**src/rtl/btn_conditioner.sv**
```systemverilog
// btn_conditioner: debounced, auto-repeating push-button step requests with conflict suppression
module btn_channel #(
    parameter int unsigned DEBOUNCE_CYCLES = 512,
    parameter int unsigned REPEAT_DELAY    = 6250,
    parameter int unsigned REPEAT_PERIOD   = 625
) (
    input  logic clk,
    input  logic rst_n,
    input  logic btn,
    output logic ev,
    output logic held_nxt
);
    typedef enum logic [1:0] {IDLE, PRESS_DB, HELD, RELEASE_DB} state_t;
    localparam logic [15:0] DB_LAST = 16'(DEBOUNCE_CYCLES - 1);
    localparam logic [15:0] RD_LAST = 16'(REPEAT_DELAY - 1);
    localparam logic [15:0] RP_LAST = 16'(REPEAT_PERIOD - 1);
    state_t state, state_nxt;
    logic s1, s2;
    logic [15:0] db_cnt, db_nxt, rp_cnt, rp_nxt;
    logic first, first_nxt;
    // synchroniser, state and counter registers
    always_ff @(posedge clk) begin
        if (!rst_n) begin
            s1     <= 1'b0;
            s2     <= 1'b0;
            state  <= IDLE;
            db_cnt <= '0;
            rp_cnt <= '0;
            first  <= 1'b0;
        end else begin
            s1     <= btn;
            s2     <= s1;
            state  <= state_nxt;
            db_cnt <= db_nxt;
            rp_cnt <= rp_nxt;
            first  <= first_nxt;
        end
    end
    // debounce / repeat FSM; repeat counter and first flag survive a release bounce
    always_comb begin
        state_nxt = state;
        db_nxt    = db_cnt;
        rp_nxt    = rp_cnt;
        first_nxt = first;
        ev        = 1'b0;
        case (state)
            IDLE: if (s2) begin
                state_nxt = PRESS_DB;
                db_nxt    = '0;
            end
            PRESS_DB: if (!s2) begin
                state_nxt = IDLE;
                db_nxt    = '0;
            end else if (db_cnt == DB_LAST) begin
                state_nxt = HELD;
                db_nxt    = '0;
                rp_nxt    = '0;
                first_nxt = 1'b1;
                ev        = 1'b1;
            end else begin
                db_nxt = db_cnt + 16'd1;
            end
            HELD: if (!s2) begin
                state_nxt = RELEASE_DB;
                db_nxt    = '0;
            end else if (rp_cnt == (first ? RD_LAST : RP_LAST)) begin
                rp_nxt    = '0;
                first_nxt = 1'b0;
                ev        = 1'b1;
            end else begin
                rp_nxt = rp_cnt + 16'd1;
            end
            default: if (s2) begin
                state_nxt = HELD;
                db_nxt    = '0;
            end else if (db_cnt == DB_LAST) begin
                state_nxt = IDLE;
                db_nxt    = '0;
                rp_nxt    = '0;
                first_nxt = 1'b0;
            end else begin
                db_nxt = db_cnt + 16'd1;
            end
        endcase
        held_nxt = (state_nxt == HELD) || (state_nxt == RELEASE_DB);
    end
endmodule

module btn_conditioner #(
    parameter int unsigned DEBOUNCE_CYCLES = 512,
    parameter int unsigned REPEAT_DELAY    = 6250,
    parameter int unsigned REPEAT_PERIOD   = 625
) (
    input  logic clk,
    input  logic rst_n,
    input  logic btn_incr,
    input  logic btn_decr,
    output logic incr_pulse,
    output logic decr_pulse,
    output logic incr_held,
    output logic decr_held,
    output logic conflict
);
    logic incr_ev, decr_ev, incr_held_nxt, decr_held_nxt;
    btn_channel #(
        .DEBOUNCE_CYCLES(DEBOUNCE_CYCLES),
        .REPEAT_DELAY(REPEAT_DELAY),
        .REPEAT_PERIOD(REPEAT_PERIOD)
    ) u_incr (
        .clk(clk),
        .rst_n(rst_n),
        .btn(btn_incr),
        .ev(incr_ev),
        .held_nxt(incr_held_nxt)
    );
    btn_channel #(
        .DEBOUNCE_CYCLES(DEBOUNCE_CYCLES),
        .REPEAT_DELAY(REPEAT_DELAY),
        .REPEAT_PERIOD(REPEAT_PERIOD)
    ) u_decr (
        .clk(clk),
        .rst_n(rst_n),
        .btn(btn_decr),
        .ev(decr_ev),
        .held_nxt(decr_held_nxt)
    );
    // arbitrate against the opposite button's held state as it will read after this edge
    always_ff @(posedge clk) begin
        if (!rst_n) begin
            incr_pulse <= 1'b0;
            decr_pulse <= 1'b0;
            incr_held  <= 1'b0;
            decr_held  <= 1'b0;
            conflict   <= 1'b0;
        end else begin
            incr_pulse <= incr_ev & ~decr_held_nxt;
            decr_pulse <= decr_ev & ~incr_held_nxt;
            incr_held  <= incr_held_nxt;
            decr_held  <= decr_held_nxt;
            conflict   <= incr_held_nxt & decr_held_nxt;
        end
    end
endmodule
```
**config.mk**
```make
export PLATFORM = sky130hd
export DESIGN_NAME = btn_conditioner
export DESIGN_NICKNAME = d
export VERILOG_FILES = /design/src/rtl/btn_conditioner.sv
export SDC_FILE = /design/constraint.sdc
export NUM_CORES = 1
export LEC_CHECK = 0
export ABC_AREA = 1
export CAP_MARGIN = 20
export CORE_UTILIZATION = 45
export CTS_BUF_LIST = sky130_fd_sc_hd__clkbuf_16
export DETAILED_ROUTE_END_ITERATION = 6
export DONT_BUFFER_PORTS = 1
export HOLD_SLACK_MARGIN = 0.02
export PLACE_DENSITY = 0.65
export SLEW_MARGIN = 20
export SYNTH_ARGS = -nofsm -noshare
export SYNTH_HDL_FRONTEND = slang
export SYNTH_SLANG_ARGS = --single-unit
```
**constraint.sdc**
```tcl
create_clock -name clk -period 3.5 [get_ports clk]
set_input_delay 0.7 -clock clk [delete_from_list [all_inputs] [get_ports clk]]
set_output_delay 0.7 -clock clk [all_outputs]
set_load 0.03 [all_outputs]
```
* Word level (Yosys, flattened, before mapping) *
Index checks and enable logic that the tools add are counted.

operators by class
  add/subtract/negate cells = 4
  eq/ne operators = 26
  mux-type cells = 64
  bitwise logic cells = 7
  reductions and logical operators = 12

operators by type and width
  operator                                                                 count
  16-bit two-way mux                                                       20
  16-bit case mux with 3 select lines                                      4
  16-bit by 1-bit adder with 16-bit output, second input constant          4
  16-bit equality test                                                     2
  16-bit by 9-bit equality test with 1-bit output, second input constant   2
  13-bit two-way mux                                                       2
  2-bit two-way mux                                                        12
  1-bit two-way mux                                                        20
  2-bit by 1-bit inequality test with 1-bit output, second input constant  10
  7-bit AND reduction                                                      2
  2-bit equality test, second input constant                               6
  2-bit case mux with 3 select lines                                       2
  4-bit AND reduction                                                      2
  3-bit inequality test, second input constant                             2
  1-bit case mux with 3 select lines                                       2
  2-bit by 1-bit equality test with 1-bit output, second input constant    2
  2-bit zero test                                                          2
  2-bit inequality test, second input constant                             2
  1-bit inverter                                                           4
  1-bit case mux with 2 select lines                                       2
  2-bit AND reduction                                                      2
  2-bit nonzero test                                                       2
  1-bit bitwise AND                                                        3
  1-bit logical OR                                                         2

word-level totals
  flip-flop bits (word level) = 79
  input bits = 4
  output and inout bits = 5

* Logic depth before layout (Yosys ltp) *
  word-level depth = 8
  mapped depth = 12
  depth with buffers taken out = 12

* Cells and area by module *
Synthesis repeated with hierarchy kept, for this count alone.

second synthesis, totals
  cells, all modules = 703
  area, all modules = 4714.5 µm²

by module, submodules not included
  module                 times used  cells each  area an instance (µm²)  seq. area each (µm²)
  btn_channel at u_decr  1           344         2306.0                  740.7
  btn_channel at u_incr  1           344         2268.4                  740.7
  btn_conditioner        1           15          140.1                   100.1

* Least setup slack after synthesis *
No wires, ideal clock.

  path type = reg2reg
  start = register u_decr.state[0]
  end = register u_decr.rp_cnt[10]
  library setup time = 0.122 ns
  arrival = 1.604 ns
  path slack = 1.774 ns
  stages on the path, launching flop included = 10
  period minus slack after synthesis = 1.726 ns
  cell sequence = dfxtp_1 inv_1 ha_1 inv_2 a21oi_2 nor3_4 nand2_4 buf_6 o21ai_0 a21oi_1

on the way
  longest elaborated chain between the ends = 3

ends and longest elaborated chain
  what                                                                          RTL line  RTL
  from (decl)                                                                   17        state_t state, state_nxt;
  from (signal assigned)                                                        33        state <= state_nxt;
  2-bit by 1-bit equality test with 1-bit output, or another cell as far along  46        case (state)
  3-bit inequality test (no line), or another cell as far along                 --
  4-bit AND reduction (no line)                                                 --
  to (signal assigned)                                                          35        rp_cnt <= rp_nxt;
  to (decl)                                                                     19        logic [15:0] db_cnt, db_nxt, rp_cnt, rp_nxt;

Several ways; a longest one is shown, not always the timed one.
A chain may end at the register's enable or synchronous reset.

* Final worst setup path *
  start = register u_decr.state[0]
  end = register u_decr.db_cnt[14]

on the way
  longest elaborated chain between the ends = 3

ends and longest elaborated chain
  what                                                                                                        RTL line  RTL
  2-bit equality test / 2-bit zero test (equally long branches)                                               46
  2-bit inequality test (no line) / 2-bit by 1-bit inequality test with 1-bit output (equally long branches)  --
  2-bit AND reduction (no line)                                                                               --
  to (signal assigned)                                                                                        34        db_cnt <= db_nxt;
  to (decl)                                                                                                   19

Several ways; a longest one is shown, not always the timed one.

==> results by group <==
Status
  • Status: finished clean

Logic synthesis
  • Register area share after synthesis: 34.5%
  • Yosys top cell by area: dfxtp_1
  • EDFF count, synth: 0
  • Ys Warns: 0
  • Mean cell area of the mapped netlist: 6.52 um^2
  • Post-Syn Area: 4580 um^2
  • Unique cell type count in the Yosys netlist: 39
  • Asr flop ratio synth: 0%
  • Dominant cells by area after synthesis: dfxtp_1 (35%), nand2_1 (12%), nor2_1 (11%)
  • Top cell type's share of synthesized area: 34.5%
  • Synth Flop Type: dfxtp_1
  • Most frequent cells after synthesis: nand2_1 (152), nor2_1 (129), inv_1 (95)
  • Flops & latches, synth: 79
  • Mapped Nets: 719
  • Post-Syn Instances: 703
  • Most frequent cell after synthesis: nand2_1

Clock tree
  • CTS tree: done
  • PostCTS Resize Cnt: 0
  • Clk slew on worst S/H paths: 60 ps
  • Worst-Skew Late Latency: 340 ps
  • Number of CTS-inserted buffers: 9
  • # Post-CTS Setup Buffers: 0
  • Hold_buf cts: 0
  • Root Buffer: clkbuf_16
  • CTS H-tree depth: 3
  • Worst-case clock buffer depth: 2
  • Clock Sinks: 79

Drt
  • WL/cell: 11.6 um
  • Initial DRT Pass Iterations: 4
  • DR vias: 4196
  • DRC: 0
  • Antenna-violating nets left: 0
  • Final wirelength: 9820 um
  • Via density: 4.98
  • DRT iter0 DRCs: 138

Die
  • Die footprint: 10600 um^2
  • Rows: 36
  • Die H: 103 um
  • Core Box Area: 9820 um^2
  • I/O Pins: 9
  • Die width: 103 um
  • Starting Density: 46.7%

Placed design
  • Placer Congestion: 0.877
  • Port buffer count: 0
  • HPWL Detailed: 7140 um
  • Placed Cells incl. Taps: 827

Setup path
  • Startpoint types: register
  • Cell mode on critical path: nand3_1
  • WS Path Type: reg2reg
  • Worst Path Required: 3760 ps
  • Crit-path slowest cell: dfxtp_1
  • Buf/Inv on CP: 2
  • CP cell instances: inv_1, ha_1, inv_2, nand2_1, o21ai_1, nand3_1, nor3_1, nand3_1, a21oi_1
  • Top Family by Delay on Critical Path: simple AND/OR/NAND/NOR gates
  • CP endpoint kind: register
  • Signal arrival time at the worst endpoint: 2630 ps
  • Max FO, Critical Path: 11
  • CP peak stage delay: 390 ps

Global route
  • Vias in the first global route: 4037
  • Total grt overflow: 0
  • Largest net degree at the start of global routing: 24
  • Initial antenna violation count: 0
  • Total track usage: 20.5%
  • Global-route wire length before repair: 17300 um

Hold path
  • Min-Delay Path Class: reg2reg

Timing
  • Final hold violations: 0
  • Fmax: 423 MHz
  • Setup violations, final: 0
  • Relative slew slack: 52.5%
  • Worst-Margin Slew: 708 ps
  • RSZ-0062 raised after global routing: false
  • Final Critical Period: 2360 ps
  • Final worst path period share: 67.5%
  • Post-route clock skew: 3.67 ps
  • Final max-slew violation count: 0
  • Post-route setup TNS: 0 ps

Pwr
  • Leak: 0.00200 uW
  • PD cells: 406 nW/um^2
  • Maximum resistive drop on vdd: 224 uV
  • Total power draw: 2020 uW

Run
  • Max cap viols: 0

Finish
  • Layout Cells excl Fill: 843
  • Layout cells sized above 1: 8.03%
  • Layout area overhead: 8.82%
  • Fin nets: 721
  • Diode count: 0
  • Fillers: 1013
==> layout by cell type, fill, tap and decap left out, drive strengths merged <==
master    instances
nand2           162
nor2            133
inv             106
dfxtp            79
nand3            74
a21oi            38
nor3             27
o21ai            21
nand4            14
ha               12
xor2             11
clkbuf            9
o21bai            5
or2               4
nor3b             3
nand3b            2
clkinvlp          2
o21a              1
nor4              1
xnor2             1
o22ai             1
and2              1
and3              1
clkinv            1
bufinv            1
==> power by group <==
group	switching, uW	internal, uW
sequential	15.3	912
combinational	93.2	41.4
clock	399	561
total	507	1510
==> kinds of logic (layout without fill, tap and decap cells) <==
logic type               Yosys count  after routing  synth area share (%)
AO/OA/AOI/OAI                     66             66                  8.47
adder cells (fa/ha/maj)           12             12                  3.28
buffers and inverters            112            119                  10.0
AND/OR/NAND/NOR                  422            422                  41.4
flip-flops                        79             79                  34.5
XOR/XNOR                          12             12                  2.29
==> stage by stage <==
step                instance area, um^2  worst slack [ps]  util [%]  hold slack (ps)
floorplan                          4580              1770         -              390
CTS                                4990              1150      50.8              427
global route                       4990               888      50.8              440
finish                             4990              1140      50.8              424
global placement                   4680              1260      47.7              397
detailed placement                 4680              1170      47.7              415
==> state kept, by name, indices dropped and copies added (netlist names), 2 cells and up <==
| signal | flops |
|---|---|
| u_decr.db_cnt | 16 |
| u_decr.rp_cnt | 16 |
| u_incr.db_cnt | 16 |
| u_incr.rp_cnt | 16 |
| u_decr.state | 2 |
| u_incr.state | 2 |
==> final timing paths <==
kind                   start                 to  slack (ps)  depth (start not counted)
min reg2reg        u_decr.s1          u_decr.s2         420                          2
min                u_decr.s1          u_decr.s2         420                          2
max reg2reg  u_decr.state[0]  u_decr.db_cnt[14]        1140                          9
max          u_decr.state[0]  u_decr.db_cnt[14]        1140                          9
==> worst min-delay path, delay by kind of cell (launching register included) <==
kind | cells | cell delay [ps]
and+or+nand+nor | 1 | 50
DFF | 1 | 300
buffers and inverters | 1 | 30
==> final cells by class <==
type                            instances  area [um^2]  area share [%]
Multi-Input combinational cell        512         2540            51.0
Tap cell                              133          166            3.34
Inverter                              103          392            7.85
Sequential cell                        79         1580            31.7
Clock buffer                            9          225            4.52
Clock inverter                          7         80.1            1.61
==> routing by layer <==
layer / vias to the layer above / track usage [%] / part of all wire [%] / wire [um]
li1: 2244 / - / - / -
met1: 1880 / 25.0 / 48 / 4680
met2: 56 / 34.4 / 47 / 4620
met3: 16 / 3.80 / 2.9 / 284
met4: 0 / 11.1 / 2.4 / 238
met5: - / 0 / 0 / 0
No activity file was read; power rests on OpenSTA's default activity.
